[src/rtl/spi_slave_pkg.sv]
// rtl/spi_slave_pkg.sv - shared widths, FSM states and command encodings for spi_slave
package spi_slave_pkg;

  localparam int RX_W = 10;
  localparam int TX_W = 8;

  typedef enum logic [2:0] {
    IDLE,
    CHK_CMD,
    WRITE,
    READ_ADD,
    READ_DATA
  } state_t;

  typedef enum logic [1:0] {
    PH_RX,
    PH_WAIT_TX,
    PH_TX
  } rd_phase_t;

  // Carried in rx_data[9:8]; the slave passes these through without decoding
  typedef enum logic [1:0] {
    CMD_WR_ADDR = 2'b00,
    CMD_WR_DATA = 2'b01,
    CMD_RD_ADDR = 2'b10,
    CMD_RD_DATA = 2'b11
  } cmd_t;

endpackage

[src/rtl/spi_slave.sv]
// rtl/spi_slave.sv - SPI slave: 10-bit frame deserialiser with 8-bit read-back serialiser
module spi_slave
  import spi_slave_pkg::*;
(
  input  logic            clk,
  input  logic            rst,
  input  logic            MOSI,
  output logic            MISO,
  input  logic            SS_n,
  output logic [RX_W-1:0] rx_data,
  output logic            rx_valid,
  input  logic [TX_W-1:0] tx_data,
  input  logic            tx_valid
);

  localparam logic [3:0] LAST_RX_BIT = 4'(RX_W - 1);
  localparam logic [2:0] LAST_TX_BIT = 3'(TX_W - 1);

  state_t          state;
  rd_phase_t       phase;
  logic            rd_addr_seen;
  logic [RX_W-1:0] rx_sr;
  logic [3:0]      rx_cnt;
  logic [TX_W-1:0] tx_sr;
  logic [2:0]      tx_cnt;
  logic            rx_phase;

  assign rx_phase = (state == WRITE) || (state == READ_ADD) ||
                    ((state == READ_DATA) && (phase == PH_RX));

  always_ff @(posedge clk or posedge rst) begin
    if (rst) begin
      state        <= IDLE;
      phase        <= PH_RX;
      rd_addr_seen <= 1'b0;
      rx_sr        <= '0;
      rx_cnt       <= '0;
      tx_sr        <= '0;
      tx_cnt       <= '0;
      MISO         <= 1'b0;
      rx_data      <= '0;
      rx_valid     <= 1'b0;
    end else begin
      rx_valid <= 1'b0;
      // A frame whose last bit lands on the SS_n release edge still completes
      if (rx_phase && rx_cnt == LAST_RX_BIT) begin
        rx_data  <= {rx_sr[RX_W-2:0], MOSI};
        rx_valid <= 1'b1;
        rx_cnt   <= '0;
        if (state == READ_ADD) rd_addr_seen <= 1'b1;
        if (SS_n) begin
          state  <= IDLE;
          phase  <= PH_RX;
          tx_sr  <= '0;
          tx_cnt <= '0;
          MISO   <= 1'b0;
        end else if (state == READ_DATA) begin
          phase <= PH_WAIT_TX;
        end else begin
          state <= CHK_CMD;
        end
      end else if (SS_n) begin
        state  <= IDLE;
        phase  <= PH_RX;
        rx_cnt <= '0;
        tx_sr  <= '0;
        tx_cnt <= '0;
        MISO   <= 1'b0;
      end else begin
        case (state)
          IDLE: begin
            state <= CHK_CMD;
            phase <= PH_RX;
          end
          CHK_CMD: begin
            rx_cnt <= '0;
            phase  <= PH_RX;
            if (!MOSI)            state <= WRITE;
            else if (rd_addr_seen) state <= READ_DATA;
            else                  state <= READ_ADD;
          end
          WRITE, READ_ADD: begin
            rx_sr  <= {rx_sr[RX_W-2:0], MOSI};
            rx_cnt <= rx_cnt + 4'd1;
          end
          READ_DATA: begin
            case (phase)
              PH_RX: begin
                rx_sr  <= {rx_sr[RX_W-2:0], MOSI};
                rx_cnt <= rx_cnt + 4'd1;
              end
              PH_WAIT_TX: begin
                if (tx_valid) begin
                  MISO   <= tx_data[TX_W-1];
                  tx_sr  <= {tx_data[TX_W-2:0], 1'b0};
                  tx_cnt <= '0;
                  phase  <= PH_TX;
                end
              end
              PH_TX: begin
                if (tx_cnt == LAST_TX_BIT) begin
                  MISO         <= 1'b0;
                  rd_addr_seen <= 1'b0;
                  tx_sr        <= '0;
                  tx_cnt       <= '0;
                  phase        <= PH_RX;
                  state        <= CHK_CMD;
                end else begin
                  MISO   <= tx_sr[TX_W-1];
                  tx_sr  <= {tx_sr[TX_W-2:0], 1'b0};
                  tx_cnt <= tx_cnt + 3'd1;
                end
              end
              default: phase <= PH_RX;
            endcase
          end
          default: state <= IDLE;
        endcase
      end
    end
  end

endmodule

[config.mk]
export PLATFORM = sky130hd
export DESIGN_NAME = spi_slave
export DESIGN_NICKNAME = d
export VERILOG_FILES = /design/src/rtl/spi_slave_pkg.sv /design/src/rtl/spi_slave.sv
export SDC_FILE = /design/constraint.sdc
export NUM_CORES = 1
export LEC_CHECK = 0
export ABC_AREA = 1
export CAP_MARGIN = 0
export CORE_MARGIN = 3
export CORE_UTILIZATION = 55
export CTS_CLUSTER_SIZE = 30
export DETAILED_ROUTE_END_ITERATION = 12
export PLACE_DENSITY = 0.79
export SKIP_CTS_REPAIR_TIMING = 1
export SLEW_MARGIN = 20
export SYNTH_ARGS = -nofsm -noshare
export SYNTH_HDL_FRONTEND = slang
export SYNTH_SLANG_ARGS = --single-unit
[constraint.sdc]
create_clock -name clk -period 1.5 [get_ports clk]
set_input_delay 0.15 -clock clk [delete_from_list [all_inputs] [get_ports clk]]
set_output_delay 0.15 -clock clk [all_outputs]
set_load 0.02 [all_outputs]
==> impl_metrics.csv <==
group,metric,value,unit
critical_path,r2r_start,"state[0]",
timing,tightest_slew,0.310,ns
timing,drv_slew,0,
critical_path,worst-path-buf-inv,1,
critical_path,slowest_delay,0.63,ns
finish,multi_input_area,902,um^2
synthesis,ys_seq_elements,41,
synthesis,netlist-cell-type-count,28,
floorplanning,die_area,4520,um^2
pwr,leakage,1.26,nW
synthesis,synthCells,252,
floorplanning,initial_core_util,59.5,%
timing,slew_headroom,79.2,%
route,drt_first_pass_iters,4,
pwr,p_sw_share,32.0,%
critical_path,worstPathRequired,1.35,ns
grt,grt_pass1_vias,1585,
grt,met1_usage,25.5,%
floorplanning,pin_count,25,
clock_network,clock_path_buffers,2,
placed_design,dpl.hpwl,2960,um
critical_path,endpoint_kind,"output port",
clock_network,tritoncts,"built",
pwr,comb_power_share,21.9,%
critical_path,critPathMaxFanout,2,
floorplanning,die_h,67.3,um
critical_path,worstReg2RegEnd,"state[0]",
synthesis,synth.avg_cell_area,8.19,um^2
clock_network,clock-sinks,41,
run,cap_violations,0,
pwr,p_clk_share,27.7,%
run_status,outcome,"complete, no violations",
timing,period_share,97.5,%
grt,grt_usage,19.3,%
timing,skew,0.00494,ns
floorplanning,num_rows,21,
synthesis,ys_top_cells_by_area,"dfrtp_1, nand2_1, nand3_1",
finish,nets,310,
critical_path,r2r_slack,0.05,ns
floorplanning,fp.dieW,67.3,um
route,vias,1816,
critical_path,worstSetupStartpointType,"flip-flop",
finish,seqCellArea,1030,um^2
critical_path,reg2reg_depth,8,
synthesis,yosysSeqAreaShare,49.7,%
synthesis,synth-edff-count,0,
pwr,power_frac_seq,50.4,%
grt,grtUsageMet2,32.6,%
synthesis,synth_common_cells,"nand2_1, dfrtp_1, nand3_1",
timing,whs,0.211,ns
timing,final.setup.tns,0,ns
synthesis,synth_top_area_share,49.7,%
route,ant_nets,0,
finish,nFillCells,280,
grt,grt_pass1_wl,6800,um
grt,busiest_layer,"met2",
timing,fmax,684,MHz
clock_network,cts.htree.levels,2,
clock_network,clk_latency,0.29,ns
timing,min_period,1.46,ns
pwr,switching_power,0.000840,W
critical_path,crit_slowest_cell,"clkdlybuf4s50_1",
critical_path,path_class,"reg2out",
finish,utilization,74.5,%
route,routedWlPerCell,12.8,um
grt,grt_max_degree,42,
clock_network,numCtsBuffers,5,
synthesis,syn-cell-area,2060,um^2
pwr,powerDensity,1020,nW/um^2
critical_path,crit_chain,"clkdlybuf4s50_1",
route,drc_errors,0,
timing,final-hold-violation-count,0,
pwr,vdd_drop_max,0.000897,V
critical_path,crit_arrival,1.31,ns
timing,rsz0062_at_grt,"yes",
pwr,p_int,0.00178,W
placed_design,place_congestion,0.891,
clock_network,cts_root_buf,"clkbuf_8",
route,drt_iter0_drc,174,
synthesis,async_reset_ff_share,100,%
synthesis,yosys.area.top_type,"dfrtp_1",
route,viasPerCell,5.34,
grt,grt.overflow.total,0,
placed_design,io_buffers,24,
floorplanning,core_area,3470,um^2
synthesis,ys.flop_type,"dfrtp_1",
route,wl,4370,um
synthesis,yosysWarnings,0,
hold_path,hold_class,"in2async",
finish,drive_gt1_share,17.0,%
pwr,finalPower,0.00262,W
grt,antenna_found_initial,0,
clock_network,cts.reportedPaths.clkPinSlew,0.08,ns
synthesis,syn_nets,269,
finish,area_growth,25.1,%
synthesis,yosysMostFrequentCell,"nand2_1",
timing,setup_viol_count_final,0,
critical_path,path_delay_family,"buffers and inverters",
finish,num_antenna_cells,0,
grt,gr-usage-met3,3.99,%
power by group through the flow:
| stage | Sequential (W) | Combinational, W | Clock [W] |
|---|---|---|---|
| CTS | 0.00131 | 0.000539 | 0.000747 |
| floorplan | 0.00132 | 0.000392 | 0 |
| global route | 0.00134 | 0.000655 | 0.000789 |
| finish | 0.00132 | 0.000576 | 0.000726 |
| detailed placement | 0.00133 | 0.000536 | 0 |
| global placement | 0.00133 | 0.000518 | 0 |
tightest hold or removal path, delay by kind of cell:
kind	cells	cell delay (ns)
buffers and inverters	3	0.73
layout make-up:
| class | count | area share, % |
|---|---|---|
| Clock inverter | 3 | 0.824 |
| Multi-Input combinational cell | 175 | 34.9 |
| Clock buffer | 5 | 2.66 |
| Timing Repair Buffer | 42 | 15.5 |
| Sequential cell | 41 | 39.7 |
| Inverter | 28 | 4.17 |
| Tap cell | 46 | 2.23 |
worst max-delay path by stage:
stage,start,end,slack [ns],cells after the start
floorplan,tx_cnt[0],state[0],0.10,9
global placement,tx_cnt[0],state[0],-0.02,9
detailed placement,tx_cnt[0],state[0],-0.05,9
CTS,tx_cnt[0],state[0],-0.09,9
global route,state[0],rx_cnt[0],-0.09,7
finish,rx_data[5],rx_data[5],0.04,1
routing by layer:
layer / routed length [um] / part of all wire (%)
met2: 2170 / 50
met5: 0 / 0
met4: 29 / 0.66
met1: 1960 / 45
met3: 210 / 4.8
cells by family (layout without fill, tap and decap cells):
group,Yosys count,after routing,synth area share [%]
adders and majority gates,4,4,2.42
DFF,41,41,49.7
xor gates and xnor gates,1,1,0.424
and+or+nand+nor,133,134,29.2
buffers and inverters,37,78,8.12
AOI/OAI and AO/OA,36,36,10.2
per-stage QoR:
stage	cell area, um^2	setup slack (ns)	instances
after floorplan	2060	0.103	252
final	2580	0.0377	340
after global placement	2420	-0.0250	327
after CTS	2510	-0.0905	335
after detailed placement	2420	-0.0472	327
after global routing	2580	-0.0909	340
registers in the layout, indices dropped and copies added (netlist names), 2 cells and up:
name,cells
phase,2
rx_data,10
tx_cnt,3
rx_sr,9
state,3
tx_sr,7
rx_cnt,4
cell usage in the layout (no fill, tap or decap), types with 2 or more instances in the layout:
cell and n:
a21oi_1 8, nor3_1 2, clkdlybuf4s50_1 24, inv_1 23, inv_2 4, o21ai_0 2, nand3b_1 3, clkbuf_8 5
o21ai_2 7, ha_1 2, ha_2 2, nand2_1 84, buf_6 3, o21ai_1 17, buf_4 14, dfrtp_1 41
nand4_1 3, nor2_2 2, nor2_1 6, nand3_1 26
Note: power is estimated with default switching activity, not from simulation.
